**src/rtl/instr_fetch_pkg.sv**
```systemverilog
// Shared types and constants for the instruction fetch unit.
package instr_fetch_pkg;

    localparam int INSTR_W          = 32;
    localparam int RESET_PC_DEFAULT = 0;

    typedef enum logic [1:0] {
        ST_IDLE  = 2'd0,
        ST_FETCH = 2'd1,
        ST_HOLD  = 2'd2
    } fetch_state_t;

endpackage

```
**src/rtl/ifetch_buf.sv**
```systemverilog
// Small in-order buffer of {instruction, pc} words between memory and the core.
module ifetch_buf
    import instr_fetch_pkg::*;
#(
    parameter int DEPTH = 1,
    parameter int W     = INSTR_W + 16
) (
    input  logic         clk,
    input  logic         rst_f,
    input  logic         i_push,
    input  logic [W-1:0] i_data,
    input  logic         i_pop,
    input  logic         i_flush,
    output logic [W-1:0] o_data,
    output logic         o_full,
    output logic         o_empty
);

    localparam int CW = 2;

    logic [CW-1:0] r_cnt;
    logic [W-1:0]  r_ent   [DEPTH];
    logic [W-1:0]  w_shift [DEPTH];
    logic [CW-1:0] w_wr_idx;

    // A push in the same cycle as a pop lands one slot lower, behind the shifted head.
    assign w_wr_idx = r_cnt - {1'b0, i_pop};
    assign o_full   = (r_cnt == CW'(DEPTH));
    assign o_empty  = (r_cnt == '0);
    assign o_data   = r_ent[0];

    for (genvar g = 0; g < DEPTH; g++) begin : g_shift
        if (g < DEPTH - 1) begin : g_mid
            assign w_shift[g] = r_ent[g+1];
        end else begin : g_last
            assign w_shift[g] = r_ent[g];
        end
    end

    always_ff @(posedge clk) begin
        if (rst_f || i_flush) begin
            r_cnt <= '0;
        end else begin
            r_cnt <= r_cnt + {1'b0, i_push} - {1'b0, i_pop};
        end
    end

    always_ff @(posedge clk) begin
        if (rst_f) begin
            for (int i = 0; i < DEPTH; i++) begin
                r_ent[i] <= '0;
            end
        end else begin
            for (int i = 0; i < DEPTH; i++) begin
                if (i_push && (w_wr_idx == CW'(i))) begin
                    r_ent[i] <= i_data;
                end else if (i_pop) begin
                    r_ent[i] <= w_shift[i];
                end
            end
        end
    end

endmodule

```
**src/rtl/instr_fetch.sv**
```systemverilog
// Instruction fetch unit: PC, single-outstanding memory request FSM and redirect handling.
// IFETCH_PREFETCH_EN selects a 2-entry buffer so the next fetch overlaps a held word.
module instr_fetch
    import instr_fetch_pkg::*;
#(
    parameter int AW       = 16,
    parameter int RESET_PC = RESET_PC_DEFAULT
) (
    input  logic               clk,
    input  logic               rst_f,
    output logic               mem_req,
    output logic [AW-1:0]      mem_addr,
    input  logic               mem_ack,
    input  logic [INSTR_W-1:0] mem_rdata,
    input  logic               br_taken,
    input  logic [AW-1:0]      br_target,
    output logic [INSTR_W-1:0] instruction,
    output logic               ins_valid,
    input  logic               ins_ready,
    output logic [AW-1:0]      ins_pc
);

`ifdef IFETCH_PREFETCH_EN
    localparam int BUF_DEPTH = 2;
`else
    localparam int BUF_DEPTH = 1;
`endif
    localparam int ENT_W = INSTR_W + AW;

    fetch_state_t     r_state;
    logic [AW-1:0]    r_pc;
    logic             r_mem_req;
    logic [AW-1:0]    r_mem_addr;
    logic             r_squash;

    logic             w_full;
    logic             w_empty;
    logic [ENT_W-1:0] w_buf_data;
    logic             w_ack;
    logic             w_push;
    logic             w_pop;
    logic             w_keep_req;
    logic             w_squash_next;
    logic [AW-1:0]    w_pc_next;
    logic [1:0]       w_cnt;
    logic [1:0]       w_cnt_next;
    logic             w_space;

    // An ack only counts against a request we actually issued; stray acks are ignored.
    assign w_ack         = r_mem_req && mem_ack;
    assign w_push        = w_ack && !r_squash && !br_taken;
    assign w_pop         = !w_empty && ins_ready;
    assign w_keep_req    = r_mem_req && !mem_ack;
    // A redirect cannot cancel an issued request, so its data is dropped when it returns.
    assign w_squash_next = w_keep_req && (r_squash || br_taken);
    assign w_pc_next     = br_taken ? br_target : (w_push ? r_pc + AW'(1) : r_pc);
    assign w_cnt         = w_full ? 2'(BUF_DEPTH) : {1'b0, !w_empty};
    assign w_cnt_next    = br_taken ? 2'd0 : (w_cnt + {1'b0, w_push} - {1'b0, w_pop});
    assign w_space       = (w_cnt_next < 2'(BUF_DEPTH));

    ifetch_buf #(
        .DEPTH (BUF_DEPTH),
        .W     (ENT_W)
    ) u_buf (
        .clk     (clk),
        .rst_f   (rst_f),
        .i_push  (w_push),
        .i_data  ({mem_rdata, r_pc}),
        .i_pop   (w_pop),
        .i_flush (br_taken),
        .o_data  (w_buf_data),
        .o_full  (w_full),
        .o_empty (w_empty)
    );

    always_ff @(posedge clk) begin
        if (rst_f) begin
            r_state    <= ST_IDLE;
            r_pc       <= AW'(RESET_PC);
            r_mem_req  <= 1'b0;
            r_mem_addr <= '0;
            r_squash   <= 1'b0;
        end else begin
            r_pc     <= w_pc_next;
            r_squash <= w_squash_next;
            case (r_state)
                ST_IDLE: begin
                    r_state    <= ST_FETCH;
                    r_mem_req  <= 1'b1;
                    r_mem_addr <= w_pc_next;
                end
                default: begin
                    if (w_keep_req) begin
                        r_state <= ST_FETCH;
                    end else if (w_space) begin
                        r_state    <= ST_FETCH;
                        r_mem_req  <= 1'b1;
                        r_mem_addr <= w_pc_next;
                    end else begin
                        r_state   <= ST_HOLD;
                        r_mem_req <= 1'b0;
                    end
                end
            endcase
        end
    end

    assign mem_req               = r_mem_req;
    assign mem_addr              = r_mem_addr;
    assign ins_valid             = !w_empty;
    assign {instruction, ins_pc} = w_buf_data;

endmodule

```
**config.mk**
```make
export PLATFORM = sky130hd
export DESIGN_NAME = instr_fetch
export DESIGN_NICKNAME = d
export VERILOG_FILES = /design/src/rtl/instr_fetch_pkg.sv /design/src/rtl/ifetch_buf.sv /design/src/rtl/instr_fetch.sv
export SDC_FILE = /design/constraint.sdc
export NUM_CORES = 1
export LEC_CHECK = 0
export BUFFER_PORTS_ARGS = -buffer_cell sky130_fd_sc_hd__buf_2
export CORE_UTILIZATION = 36
export DETAILED_ROUTE_END_ITERATION = 12
export PLACE_DENSITY = 0.6
export SLEW_MARGIN = 20
export SYNTH_ARGS = -nofsm -noshare
export SYNTH_HDL_FRONTEND = slang
export SYNTH_SLANG_ARGS = --single-unit
export TNS_END_PERCENT = 30
```
**constraint.sdc**
```tcl
create_clock -name clk -period 3.38 [get_ports clk]
set_input_delay 0.169 -clock clk [delete_from_list [all_inputs] [get_ports clk]]
set_output_delay 0.169 -clock clk [all_outputs]
set_load 0.02 [all_outputs]
```
==> summary.md <==
| Metric | Value |
|---|---|
| Status | `completed` |
| Top layer in use | `met4` |
| Clock Sinks | `86` |
| Pre-antenna DRT Iters | `4` |
| Hold-fix buffers, CTS | `0` |
| Cell Chain, Critical Path | `nor4bb_1, inv_4, ha_1, inv_1, ha_1, xor2_1, o221ai_1, o21ai_0, buf_4, o41ai_1` |
| Max FO, Critical Path | `10` |
| Netlist cell types | `43` |
| Pwr dens | `~480 nW/um2` |
| H-tree levels | `3` |
| Clk slew on worst S/H paths | `0.08 ns` |
| CP max stage cell | `nor4bb_1` |
| Final worst-path cycle share | `roughly 90%` |
| Most common flop cell mapped by yosys | `edfxtp_1` |
| CTS tree | `built` |
| Top-count cell post-synth | `and2_1` |
| Core Region | `9370 um2` |
| Via density | `approximately 4.8` |
| Setup bufs post-CTS | `0` |
| Port buffer count | `118` |
| Yosys top cell by area | `edfxtp_1` |
| Ranking of synthesized cells by area | `edfxtp_1 (41%), dfxtp_1 (22%), and2_1 (8.9%)` |
| Worst hold-check path type | `input pin to flip-flop` |
| Grt ovf | `0` |
| CTS buffer count | `9` |
| Initial Utilization | `a little under two fifths` |
| Synth top cells by count | `and2_1 (50), edfxtp_1 (48), dfxtp_1 (38)` |
| Remaining antenna violation count | `0` |
| Synth Net Count | `360` |
| CP required | `3.62 ns` |
| F_max | `326 MHz` |
| Initial DRC count | `108` |
| Die extent in x | `101 um` |
| Met2 routed WL | `around 3400 um` |
| Arrival @ worst endpoint | `3.31 ns` |
| Setup_tns | `0 ns` |
| Top delay family on crit path | `compound AO/OA/AOI/OAI gates` |
| Max-cap violations | `0` |
| Seq cells post-synth | `86` |
| Wirelength per Cell | `14.2 um` |
| Yosys top cell area share | `roughly two fifths` |
| Post-cts gate resize count | `0` |
| Met3 WL post-DR | `between 500 and 600 um` |
| Vias in the first global route | `2468` |
| Pins Over Slew Limit | `0` |
| Layout cells sized above 1 | `35.0%` |
| Area Growth Syn to Fin | `26.1%` |
| Syn Inst Count | `303` |
| Clock latency on the worst-skew pair | `0.35 ns` |
| Mapped Area | `3520 um2` |
| Mean Syn Cell Area | `11.6 um2` |
| First-pass GRT wire length | `roughly 12000 um` |
| Relative slew slack | `52.1%` |
| Synth Warn # | `0` |
| Die H | `about 100 um` |
| Clock Path Buffers | `2` |
| Final setup violation count | `0` |
| DR vias | `2655` |
| # rows | `35` |
| Post-synthesis sequential area ratio | `62.5%` |
| Crit Path Category | `flip-flop to flip-flop` |
| DIE AREA | `between 10000 and 15000 um2` |
| DRC viols | `0` |
| Hold slack final | `0.0865 ns` |
| DRT met1 WL | `just under 4000 um` |
| CTS root buffer | `clkbuf_8` |
| Antenna diodes | `0` |
| CP max stage delay | `0.52 ns` |
| Crit end category | `flip-flop` |
| Hpwl dp | `roughly 5500 um` |
| Final wirelength | `7940 um` |
| Leakage | `approximately 0.0020 uW` |
| Largest net degree at the start of global routing | `49` |
| I/O pins | `119` |
| Overall global routing resource usage | `16.1%` |
| Fin crit period | `3.07 ns` |
| Fin. Hold Viols | `0` |
| # nets final | `481` |
| Worst VDD drop | `0.000165 V` |
| RSZ-0062 raised after global routing | `no` |
| Actual slew at the worst max-slew pin | `0.711 ns` |
| Async SR Flop Fraction | `0%` |
| Startpoint Class | `flip-flop` |
| CP Buf/Inv Count | `3` |
| Top cell by count, worst path | `ha_1` |
| Clk_skew | `between 0.007 and 0.008 ns` |
| Final Wtd Congestion | `0.846` |
| Initial antenna violation count | `0` |
| EDFF count, synth | `48` |
-- sequential cells by signal (all words and copies together), names as in the netlist --
register,cells
u_buf.r_ent,48
mem_addr,16
r_pc,16
r_state,2
u_buf.r_cnt,2
mem_req,1
r_squash,1
-- report_power, final --
group          switching [uW]  internal (uW)
Sequential               35.2           1170
Combinational             173            102
Clock                     366            283
-- worst register-to-register path, stage by stage, from the launching register on --
cell and delay (ns):
dfxtp_1 0.32, nor4bb_1 0.52, inv_4 0.18, ha_1 0.33, inv_1 0.05, ha_1 0.18
xor2_1 0.16, o221ai_1 0.27, o21ai_0 0.34, buf_4 0.27, o41ai_1 0.35
-- metal layers --
metal  GRT usage [%]  vias up
met5               0        -
met4            6.02        0
met3            3.12       12
met2            24.9      100
met1            22.4     1231
li1                -     1312
-- cell families (layout without fill, tap and decap cells) --
kind of cell | Yosys count | in the layout | share of synthesized area [%]
xor+xnor | 14 | 14 | 3.48
mux | 4 | 4 | 1.17
compound gates | 43 | 43 | 8.34
flops | 86 | 86 | 62.5
buf+inv | 22 | 148 | 2.56
simple gates | 130 | 130 | 20.6
fa+ha+maj | 4 | 4 | 1.42
-- layout make-up --
class,count,area (um2)
Fill cell,948,4930
Clock inverter,6,37.5
Clock buffer,10,138
Inverter,7,28.8
Sequential cell,86,2200
Timing Repair Buffer,125,643
Multi-Input combinational cell,195,1230
Tap cell,129,161
-- per-stage QoR --
step | utilization, % | std cells | setup slack [ns] | power (uW) | cell area, um2
after floorplan | - | 303 | 0.825 | 1390 | 3520
after global placement | 45.6 | 542 | 0.464 | 1500 | 4270
after detailed placement | 45.6 | 542 | 0.359 | 1500 | 4270
after CTS | 47.4 | 558 | 0.298 | 2150 | 4440
after global routing | 47.4 | 558 | 0.0753 | 2230 | 4440
final | 47.4 | 558 | 0.311 | 2130 | 4440
-- worst paths after layout --
path | cells past startpoint | to | slack (ns) | from
min | 3 | r_pc[5] | 0.09 | br_target[5]
max reg2reg | 10 | mem_addr[3] | 0.31 | r_squash
max | 10 | mem_addr[3] | 0.31 | r_squash
min reg2reg | 2 | mem_addr[2] | 0.47 | mem_addr[2]
-- layout by cell type (no fill, tap or decap), drive strengths merged, types with 2 or more instances in the layout --
cell / synthesis / layout
and2: 50 / 50
ha: 4 / 4
xnor2: 7 / 7
a21oi: 9 / 9
clkinvlp: 0 / 2
mux2i: 3 / 3
a211oi: 4 / 4
and3: 7 / 7
buf: 3 / 125
nor3: 10 / 10
nor4: 2 / 2
nand3: 9 / 9
nand2b: 2 / 2
nand4: 4 / 4
a31oi: 3 / 3
a21o: 2 / 2
or2: 3 / 3
o22ai: 3 / 3
nand2: 14 / 14
a22o: 2 / 2
o21ai: 8 / 8
o41ai: 3 / 3
edfxtp: 48 / 48
a221oi: 2 / 2
clkbuf: 12 / 10
clkinv: 0 / 4
nor2: 26 / 26
o21a: 2 / 2
dfxtp: 38 / 38
xor2: 7 / 7
inv: 7 / 7
Note: power is estimated with default switching activity, not from simulation.
